## src/rtl/ram_copy_pkg.sv

```systemverilog
`default_nettype none
// ============================================================
// Module : ram_copy_pkg
// Brief  : Shared state encoding and timing constants for ram_copy_dma.
// Rev    : 1.0
// ============================================================
package ram_copy_pkg;

  typedef enum logic [2:0] {
    IDLE  = 3'd0,
    READ  = 3'd1,
    LATCH = 3'd2,
    WRITE = 3'd3,
    DONE  = 3'd4
  } t_copy_state;

  localparam int CYCLES_PER_WORD_COPY = 3;
  localparam int CYCLES_PER_WORD_FILL = 1;

endpackage
`default_nettype wire

```

## src/rtl/ram_copy_dma.sv

```systemverilog
`default_nettype none
// ============================================================
// Module : ram_copy_dma
// Brief  : Copies in_len words between RAM address ranges over one
//          single-port RAM port; optional fill mode via RAM_COPY_FILL_EN.
// Rev    : 1.0
// ============================================================
module ram_copy_dma
  import ram_copy_pkg::*;
#(
  parameter int ADDR_BITS = 8,
  parameter int WORD_BITS = 8
) (
  input  logic                 in_clk,
  input  logic                 in_rst,
  input  logic                 in_start,
  input  logic [ADDR_BITS-1:0] in_src_addr,
  input  logic [ADDR_BITS-1:0] in_dst_addr,
  input  logic [ADDR_BITS:0]   in_len,
`ifdef RAM_COPY_FILL_EN
  input  logic                 in_fill_mode,
  input  logic [WORD_BITS-1:0] in_fill_value,
`endif
  output logic                 out_busy,
  output logic                 out_done,
  output logic                 out_ram_read_ena,
  output logic                 out_ram_write_ena,
  output logic [ADDR_BITS-1:0] out_ram_addr,
  output logic [WORD_BITS-1:0] out_ram_data,
  input  logic [WORD_BITS-1:0] in_ram_data
);

  t_copy_state          r_state;
  logic [ADDR_BITS-1:0] r_src;
  logic [ADDR_BITS-1:0] r_dst;
  logic [ADDR_BITS:0]   r_len;
  logic [ADDR_BITS:0]   r_cnt;
  logic [WORD_BITS-1:0] r_buf;
  logic [ADDR_BITS-1:0] r_addr;
  logic                 r_busy;
  logic                 r_done;
  logic                 r_rd_ena;
  logic                 r_wr_ena;

  logic [ADDR_BITS:0]   w_cnt_nxt;
  logic                 w_start_fill;
  logic [WORD_BITS-1:0] w_start_word;
  logic                 w_run_fill;
  logic [WORD_BITS-1:0] w_run_word;

`ifdef RAM_COPY_FILL_EN
  logic                 r_fill_mode;
  logic [WORD_BITS-1:0] r_fill_value;

  always_ff @(posedge in_clk or negedge in_rst) begin
    if (!in_rst) begin
      r_fill_mode  <= 1'b0;
      r_fill_value <= '0;
    end else if (r_state == IDLE && in_start) begin
      r_fill_mode  <= in_fill_mode;
      r_fill_value <= in_fill_value;
    end
  end

  assign w_start_fill = in_fill_mode;
  assign w_start_word = in_fill_value;
  assign w_run_fill   = r_fill_mode;
  assign w_run_word   = r_fill_value;
`else
  assign w_start_fill = 1'b0;
  assign w_start_word = '0;
  assign w_run_fill   = 1'b0;
  assign w_run_word   = '0;
`endif

  assign w_cnt_nxt = r_cnt + 1'b1;

  // Outputs are registered alongside the state they belong to, so the RAM
  // port sees clean Moore signals with no path from in_ram_data.
  always_ff @(posedge in_clk or negedge in_rst) begin
    if (!in_rst) begin
      r_state  <= IDLE;
      r_src    <= '0;
      r_dst    <= '0;
      r_len    <= '0;
      r_cnt    <= '0;
      r_buf    <= '0;
      r_addr   <= '0;
      r_busy   <= 1'b0;
      r_done   <= 1'b0;
      r_rd_ena <= 1'b0;
      r_wr_ena <= 1'b0;
    end else begin
      r_rd_ena <= 1'b0;
      r_wr_ena <= 1'b0;
      r_done   <= 1'b0;
      case (r_state)
        IDLE: begin
          if (in_start) begin
            r_src  <= in_src_addr;
            r_dst  <= in_dst_addr;
            r_len  <= in_len;
            r_cnt  <= '0;
            r_busy <= 1'b1;
            if (in_len == '0) begin
              r_state <= DONE;
              r_done  <= 1'b1;
            end else if (w_start_fill) begin
              r_state  <= WRITE;
              r_wr_ena <= 1'b1;
              r_addr   <= in_dst_addr;
              r_buf    <= w_start_word;
            end else begin
              r_state  <= READ;
              r_rd_ena <= 1'b1;
              r_addr   <= in_src_addr;
            end
          end
        end
        READ: begin
          r_state <= LATCH;
        end
        LATCH: begin
          r_state  <= WRITE;
          r_buf    <= in_ram_data;
          r_wr_ena <= 1'b1;
          r_addr   <= r_dst;
        end
        WRITE: begin
          r_src <= r_src + 1'b1;
          r_dst <= r_dst + 1'b1;
          r_cnt <= w_cnt_nxt;
          if (w_cnt_nxt == r_len) begin
            r_state <= DONE;
            r_done  <= 1'b1;
          end else if (w_run_fill) begin
            r_state  <= WRITE;
            r_wr_ena <= 1'b1;
            r_addr   <= r_dst + 1'b1;
            r_buf    <= w_run_word;
          end else begin
            r_state  <= READ;
            r_rd_ena <= 1'b1;
            r_addr   <= r_src + 1'b1;
          end
        end
        DONE: begin
          r_state <= IDLE;
          r_busy  <= 1'b0;
        end
        default: begin
          r_state <= IDLE;
          r_busy  <= 1'b0;
        end
      endcase
    end
  end

  assign out_busy          = r_busy;
  assign out_done          = r_done;
  assign out_ram_read_ena  = r_rd_ena;
  assign out_ram_write_ena = r_wr_ena;
  assign out_ram_addr      = r_addr;
  assign out_ram_data      = r_buf;

endmodule
`default_nettype wire

```

## config.mk

```make
export PLATFORM = sky130hd
export DESIGN_NAME = ram_copy_dma
export DESIGN_NICKNAME = d
export VERILOG_FILES = /design/src/rtl/ram_copy_pkg.sv /design/src/rtl/ram_copy_dma.sv
export SDC_FILE = /design/constraint.sdc
export NUM_CORES = 1
export LEC_CHECK = 0
export CELL_PAD_IN_SITES_DETAIL_PLACEMENT = 1
export CELL_PAD_IN_SITES_GLOBAL_PLACEMENT = 1
export CORE_ASPECT_RATIO = 1.75
export CORE_MARGIN = 2
export CORE_UTILIZATION = 36
export CTS_BUF_LIST = sky130_fd_sc_hd__clkbuf_4 sky130_fd_sc_hd__clkbuf_8 sky130_fd_sc_hd__clkbuf_16
export DETAILED_ROUTE_END_ITERATION = 8
export PLACE_DENSITY_LB_ADDON = 0.1
export SKIP_CTS_REPAIR_TIMING = 1
export SYNTH_ARGS = -nofsm -noshare
export SYNTH_HDL_FRONTEND = slang
export SYNTH_SLANG_ARGS = --single-unit
```

## constraint.sdc

```tcl
create_clock -name in_clk -period 2.3 [get_ports in_clk]
set_input_delay 0.69 -clock in_clk [delete_from_list [all_inputs] [get_ports in_clk]]
set_output_delay 0.69 -clock in_clk [all_outputs]
set_load 0.03 [all_outputs]
```

==> results.json, run 1 <==
{
  "placed_area_um2": 4031,
  "die_y_um": 127.2,
  "status": "complete, but fails checks",
  "cp.required_ns": 2.51,
  "r2r_end": "out_ram_addr[0]",
  "clock_sinks": 57,
  "wl_mm": 9.990,
  "met2_usage_pct": 43.57,
  "end_kind": "flop",
  "syn-mean-instance-area_um2": 9.263,
  "drive_gt1_share_pct": 20.70,
  "busiest_layer": "met2",
  "multiInputGateArea_um2": 1657,
  "place_congestion": 0.7570,
  "syn_area_um2": 3122,
  "grt_util_all_layers_pct": 22.63,
  "ys.flop_type": "dfrtp_1",
  "p_leak_nw": 1.884,
  "yosys.cell_types.count": 50,
  "core_area_um2": 8558,
  "synth_edf_count": 0,
  "start_kind": "flop",
  "hpwl_mm": 7.333,
  "powerDensity_nw_per_um2": 1487,
  "maxCapViolations": 0,
  "grt.met1_usage_pct": 23.34,
  "yosys.area.top_type": "dfrtp_1",
  "vias": 2895,
  "grt_pass1_vias": 3124,
  "cts_tree": "built",
  "tns_ns": -0.02570,
  "ys_seq_area_share_pct": 45.69,
  "design_area_um2": 4452,
  "maxSlewViolCount": 0,
  "setup_violations": 3,
  "rows": 45,
  "dp.cells": 529,
  "nets": 464,
  "grt_overflow": 0,
  "cts-root-buf": "clkbuf_16",
  "final_cell_mix": "nand2_1 (56), clkdlybuf4s50_1 (54), dfrtp_1 (53)",
  "violations": "negative setup slack",
  "antennaDiodeCount": 0,
  "final_cells": 547,
  "async_reset_ff_share_pct": 100.0,
  "hold_path.class": "in2async",
  "cts_made_buffers": 9,
  "port_buffers": 55,
  "grt_pass1_wl_mm": 15.82,
  "wl_per_cell_um": 18.26,
  "dr.pass1.iters": 4,
  "period_minus_slack_ns": 2.316,
  "r2r-start": "r_len[8]",
  "clk_path_buf_depth": 2,
  "worstSkewPairLatency_ns": 0.33,
  "drc_errors": 0,
  "grt_start_max_net_pins": 58,
  "grt_antenna_before_repair": 0,
  "netlist_top_cells_area": "dfrtp_1 (46%), nand2_1 (6.7%), o21ai_0 (5.1%)",
  "viasPerCell": 5.293,
  "ys_seq_elements": 57,
  "hold_viol": 0,
  "worst_slack_ns": -0.01598,
  "die_x_um": 74.39,
  "drt_iter0_markers": 86,
  "syn-instance-count": 337,
  "synthesis.nets": 376,
  "ys_warn_count": 0,
  "die_area_um2": 9461,
  "fin_util_pct": 52.02,
  "r2r_slack_ns": -0.02,
  "crit_arrival_ns": 2.53,
  "register_area_um2": 1431,
  "rsz0062_at_grt": "yes",
  "skew_ns": 0.006038,
  "cp_max_fo": 4,
  "postRouteAntennaNets": 0,
  "max_freq_ghz": 0.4318,
  "h-tree-depth": 3,
  "max_slew_margin_pct": 56.58,
  "grtUsageMet3_pct": 4.022,
  "crit_type": "reg2reg",
  "area_growth_pct": 42.61,
  "fill_cells": 981,
  "final_common_cell": "nand2_1",
  "start_util_pct": 36.48,
  "reg2regPathDepth": 7,
  "io_pins": 56,
  "synth_top_cell_area_share_pct": 45.69,
  "worst_pin_slew_ns": 0.6488,
  "clkTransAtPathRegs_ns": 0.05,
  "ir_worst_vdd_v": 0.0007235,
  "timing.final.crit_share_pct": 100.7
}
[flip-flops by register name, summed over array words and instances, names as in the netlist]
| register | flops |
|---|---|
| r_cnt | 9 |
| r_src | 8 |
| out_ram_data | 8 |
| out_ram_read_ena | 1 |
| r_dst | 8 |
| out_ram_write_ena | 1 |
| r_len | 9 |
| out_done | 1 |
| out_ram_addr | 8 |
| r_state | 3 |
| out_busy | 1 |
[per-layer routing]
layer	share of wire [%]	vias to the layer above	wire length, um
met3	2.1	10	209
li1	-	1380	-
met5	0	-	0
met2	61	36	6063
met1	36	1469	3575
met4	1.4	0	141
[cell usage after synthesis, drive strengths merged (2+ instances only)]
cell     instances
ha               3
o21ai           32
inv              6
dfrtp           57
a22o             2
nand2           56
nor2            33
nor3             4
mux2            11
a31oi            4
o31ai            2
a311oi           2
a2bb2oi          4
nor2b            3
and4             2
a2111oi          3
nor4             2
o22ai            7
o41ai            2
nand2b           2
a211oi           6
xor2             8
a21oi           21
xnor2            8
clkbuf          11
nand3           15
or3              4
nand4            3
mux2i            3
and3             4
buf              7
[kinds of logic (layout without fill, tap and decap cells)]
family,Yosys count,in the layout,synth area share [%]
buffers and inverters,24,117,3.767
and+or+nand+nor,132,132,19.40
adders and majority gates,3,3,1.203
DFF,57,57,45.69
muxes,14,14,5.291
xor gates and xnor gates,17,17,5.491
AOI/OAI and AO/OA,90,90,19.16
[worst max-delay path: stages, from the launching register on]
cell	delay, ns
dfrtp_1	0.41
buf_4	0.17
xor2_4	0.21
and4_1	0.25
o2111ai_2	0.19
a2111oi_4	0.50
a21oi_4	0.14
mux2_4	0.32
[stage by stage]
stage | setup WS [ns] | hold WS, ns | power [mW]
2_1_floorplan | 0.04066 | 0.3944 | 3.771
3_3_place_gp | -0.1543 | 0.4857 | 4.947
3_5_place_dp | -0.1869 | 0.4869 | 5.046
4_1_cts | -0.05668 | 0.3672 | 6.540
5_1_grt | -0.09433 | 0.3682 | 7.080
6_report | -0.01598 | 0.3546 | 6.622
[power by group]
part           total (mW)  internal, mW  leakage [nW]  switching, mW
sequential           1.87          1.43         0.669          0.436
clock                1.44         0.993         0.161          0.445
combinational        3.32          1.51          1.05           1.81
total                6.62          3.93          1.88           2.69
[how the worst max path moves through the flow]
stage	startpoint	end	slack, ns	cells after the start
floorplan	r_cnt[0]	out_ram_addr[0]	0.04	8
global placement	in_len[2]	out_ram_addr[7]	-0.15	7
detailed placement	in_len[2]	out_ram_addr[4]	-0.19	7
CTS	r_cnt[1]	out_ram_addr[4]	-0.06	8
global route	r_cnt[0]	out_ram_addr[0]	-0.09	8
finish	r_len[8]	out_ram_addr[0]	-0.02	7
[final cells by class]
cell class	count	share of cell area, %
inverter	6	0.5059
tap	117	3.288
clock inverter	3	1.461
sequential	57	32.15
timing repair buffer	95	19.65
multi-input combinational	256	37.21
clock buffer	13	5.734
No activity file was read; power rests on OpenSTA's default activity.
==> inputs of run 2 (changes only) <==
ABC_CLOCK_PERIOD_IN_PS = 2300   (was unset)
RECOVER_POWER = 25   (was unset)
==> run 2 against run 1 <==
Net effect:
- the run still ends with negative setup slack left
- register-to-register slack about the same
- sequential cell count is the same
- cell count is the same
- clock power is essentially flat
- sequential share of layout area increased by 0.11 points
- hold slack improved by 0.14 ns
- power barely moved
- clock skew hardly changed
- worst setup slack about the same
- fmax hardly changed
==> results.json, run 2 (same netlist as run 1, synthesis figures left out) <==
{
  "clkTransAtPathRegs_ns": 0.05,
  "timing.final.crit_share_pct": 100.7,
  "start_kind": "flop",
  "power_mw": 6.617,
  "cp.required_ns": 2.51,
  "worst_slack_ns": -0.01558,
  "final_common_cell": "nand2_1",
  "maxCapViolations": 0,
  "cp_max_fo": 4,
  "die_area_um2": 9461,
  "die_y_um": 127.2,
  "cp_slowest_cell": "a2111oi_4",
  "grt_util_all_layers_pct": 22.63,
  "crit_type": "reg2reg",
  "grt_pass1_wl_mm": 15.82,
  "period_minus_slack_ns": 2.316,
  "postRouteAntennaNets": 0,
  "p_switching_mw": 2.689,
  "cts-root-buf": "clkbuf_16",
  "final_cell_mix": "nand2_1 (56), clkdlybuf4s50_1 (54), dfrtp_1 (53)",
  "max_freq_ghz": 0.4319,
  "clk_path_buf_depth": 2,
  "cts_made_buffers": 9,
  "core_area_um2": 8558,
  "start_util_pct": 36.48,
  "ir_worst_vdd_v": 0.0007235,
  "critical_path.cell_chain": "buf_4 > xor2_4 > and4_1 > o2111ai_2 > a2111oi_4 > a21oi_4 > mux2_4",
  "max_stage_delay_ns": 0.50,
  "hold_path.class": "reg2reg",
  "drt_iter0_markers": 86,
  "largestRegisters": "r_cnt x9, r_len x9",
  "wl_mm": 9.983,
  "vias": 2896,
  "grt_antenna_before_repair": 0,
  "seqPwrFrac_pct": 28.2,
  "max_slew_margin_pct": 2.188,
  "nets": 464,
  "skew_ns": 0.006038,
  "die_x_um": 74.39,
  "clockPowerShare_pct": 21.7,
  "clock_sinks": 57,
  "powerDensity_nw_per_um2": 1491,
  "status": "complete, but fails checks",
  "port_buffers": 55,
  "cts_tree": "built",
  "rsz0062_at_grt": "yes",
  "hpwl_mm": 7.333,
  "dp.cells": 529,
  "grt_start_max_net_pins": 58,
  "worst_pin_slew_ns": 1.467,
  "antennaDiodeCount": 0,
  "dr.pass1.iters": 4,
  "p_leak_nw": 1.879,
  "p_sw_share_pct": 40.64,
  "drive_gt1_share_pct": 20.70,
  "place_congestion": 0.7570,
  "rows": 45,
  "violations": "negative setup slack",
  "fill_cells": 983,
  "setup_violations": 3,
  "final_cells": 547,
  "end_kind": "flop",
  "io_pins": 56,
  "maxSlewViolCount": 0,
  "p_int_mw": 3.928,
  "h-tree-depth": 3,
  "crit_arrival_ns": 2.53,
  "grt_pass1_vias": 3124,
  "area_growth_pct": 42.12,
  "grt_overflow": 0,
  "hold_viol": 0,
  "worstSkewPairLatency_ns": 0.33,
  "drc_errors": 0,
  "fin_util_pct": 51.84,
  "viasPerCell": 5.294,
  "combPwrFrac_pct": 50.1,
  "wl_per_cell_um": 18.25
}
## run 2: changes by cell type in the layout (fill, tap and decap cells not counted), sizes merged
| cell | change |
|---|---|
| clkbuf | +1 |
| buf | -1 |
## run 2: critical path: cells and delay by family, from the launching register on
family          cells  cell delay [ns]
compound gates      3             0.83
flops               1             0.41
mux                 1             0.32
simple gates        1             0.25
xor+xnor            1             0.21
buf+inv             1             0.17
## run 2: worst paths after layout
| kind | start | to | slack (ns) | depth (start not counted) |
|---|---|---|---|---|
| worst max-delay path | r_len[8] | out_ram_addr[0] | -0.02 | 7 |
| worst min-delay path | r_len[1] | r_len[1] | 0.49 | 2 |
| worst max register to register | r_len[8] | out_ram_addr[0] | -0.02 | 7 |
| worst min register to register | r_len[1] | r_len[1] | 0.49 | 2 |
| max in group asynchronous | in_rst | r_cnt[6] | 0.52 | 2 |
| min in group asynchronous | in_rst | r_len[7] | 0.79 | 2 |
## run 2: cell type report
| cell class | count | area [um2] | area share, % |
|---|---|---|---|
| Multi-Input combinational cell | 256 | 1657 | 37.34 |
| Timing Repair Buffer | 95 | 859.6 | 19.37 |
| Clock buffer | 13 | 255.2 | 5.753 |
| Sequential cell | 57 | 1431 | 32.26 |
| Tap cell | 117 | 146.4 | 3.299 |
| Clock inverter | 3 | 65.06 | 1.466 |
| Inverter | 6 | 22.52 | 0.5076 |
## run 2: per-stage QoR
step | cell area [um2] | TNS, ns | setup WS [ns] | hold slack (ns)
after floorplan | 3124 | 0 | 0.04066 | 0.3944
after global placement | 4031 | -1.561 | -0.1543 | 0.4857
after detailed placement | 4031 | -2.353 | -0.1869 | 0.4869
after CTS | 4352 | -0.3354 | -0.05668 | 0.3672
after global routing | 4437 | -0.6204 | -0.09433 | 0.5269
final | 4437 | -0.02450 | -0.01558 | 0.4949
## run 2: per-layer routing
metal,vias to the layer above,GRT usage [%],wire [um]
li1,1380,-,-
met1,1470,23.34,3572
met3,10,4.022,209
met5,-,0,0
met4,0,7.773,141
met2,36,43.57,6060
## run 2: power by group through the flow
stage	clock, mW	sequential (mW)	combinational [mW]
detailed placement	0	1.86	3.19
finish	1.44	1.87	3.31
global placement	0	1.85	3.10
floorplan	0	2.05	1.72
CTS	1.47	1.85	3.22
global route	1.51	1.92	3.64
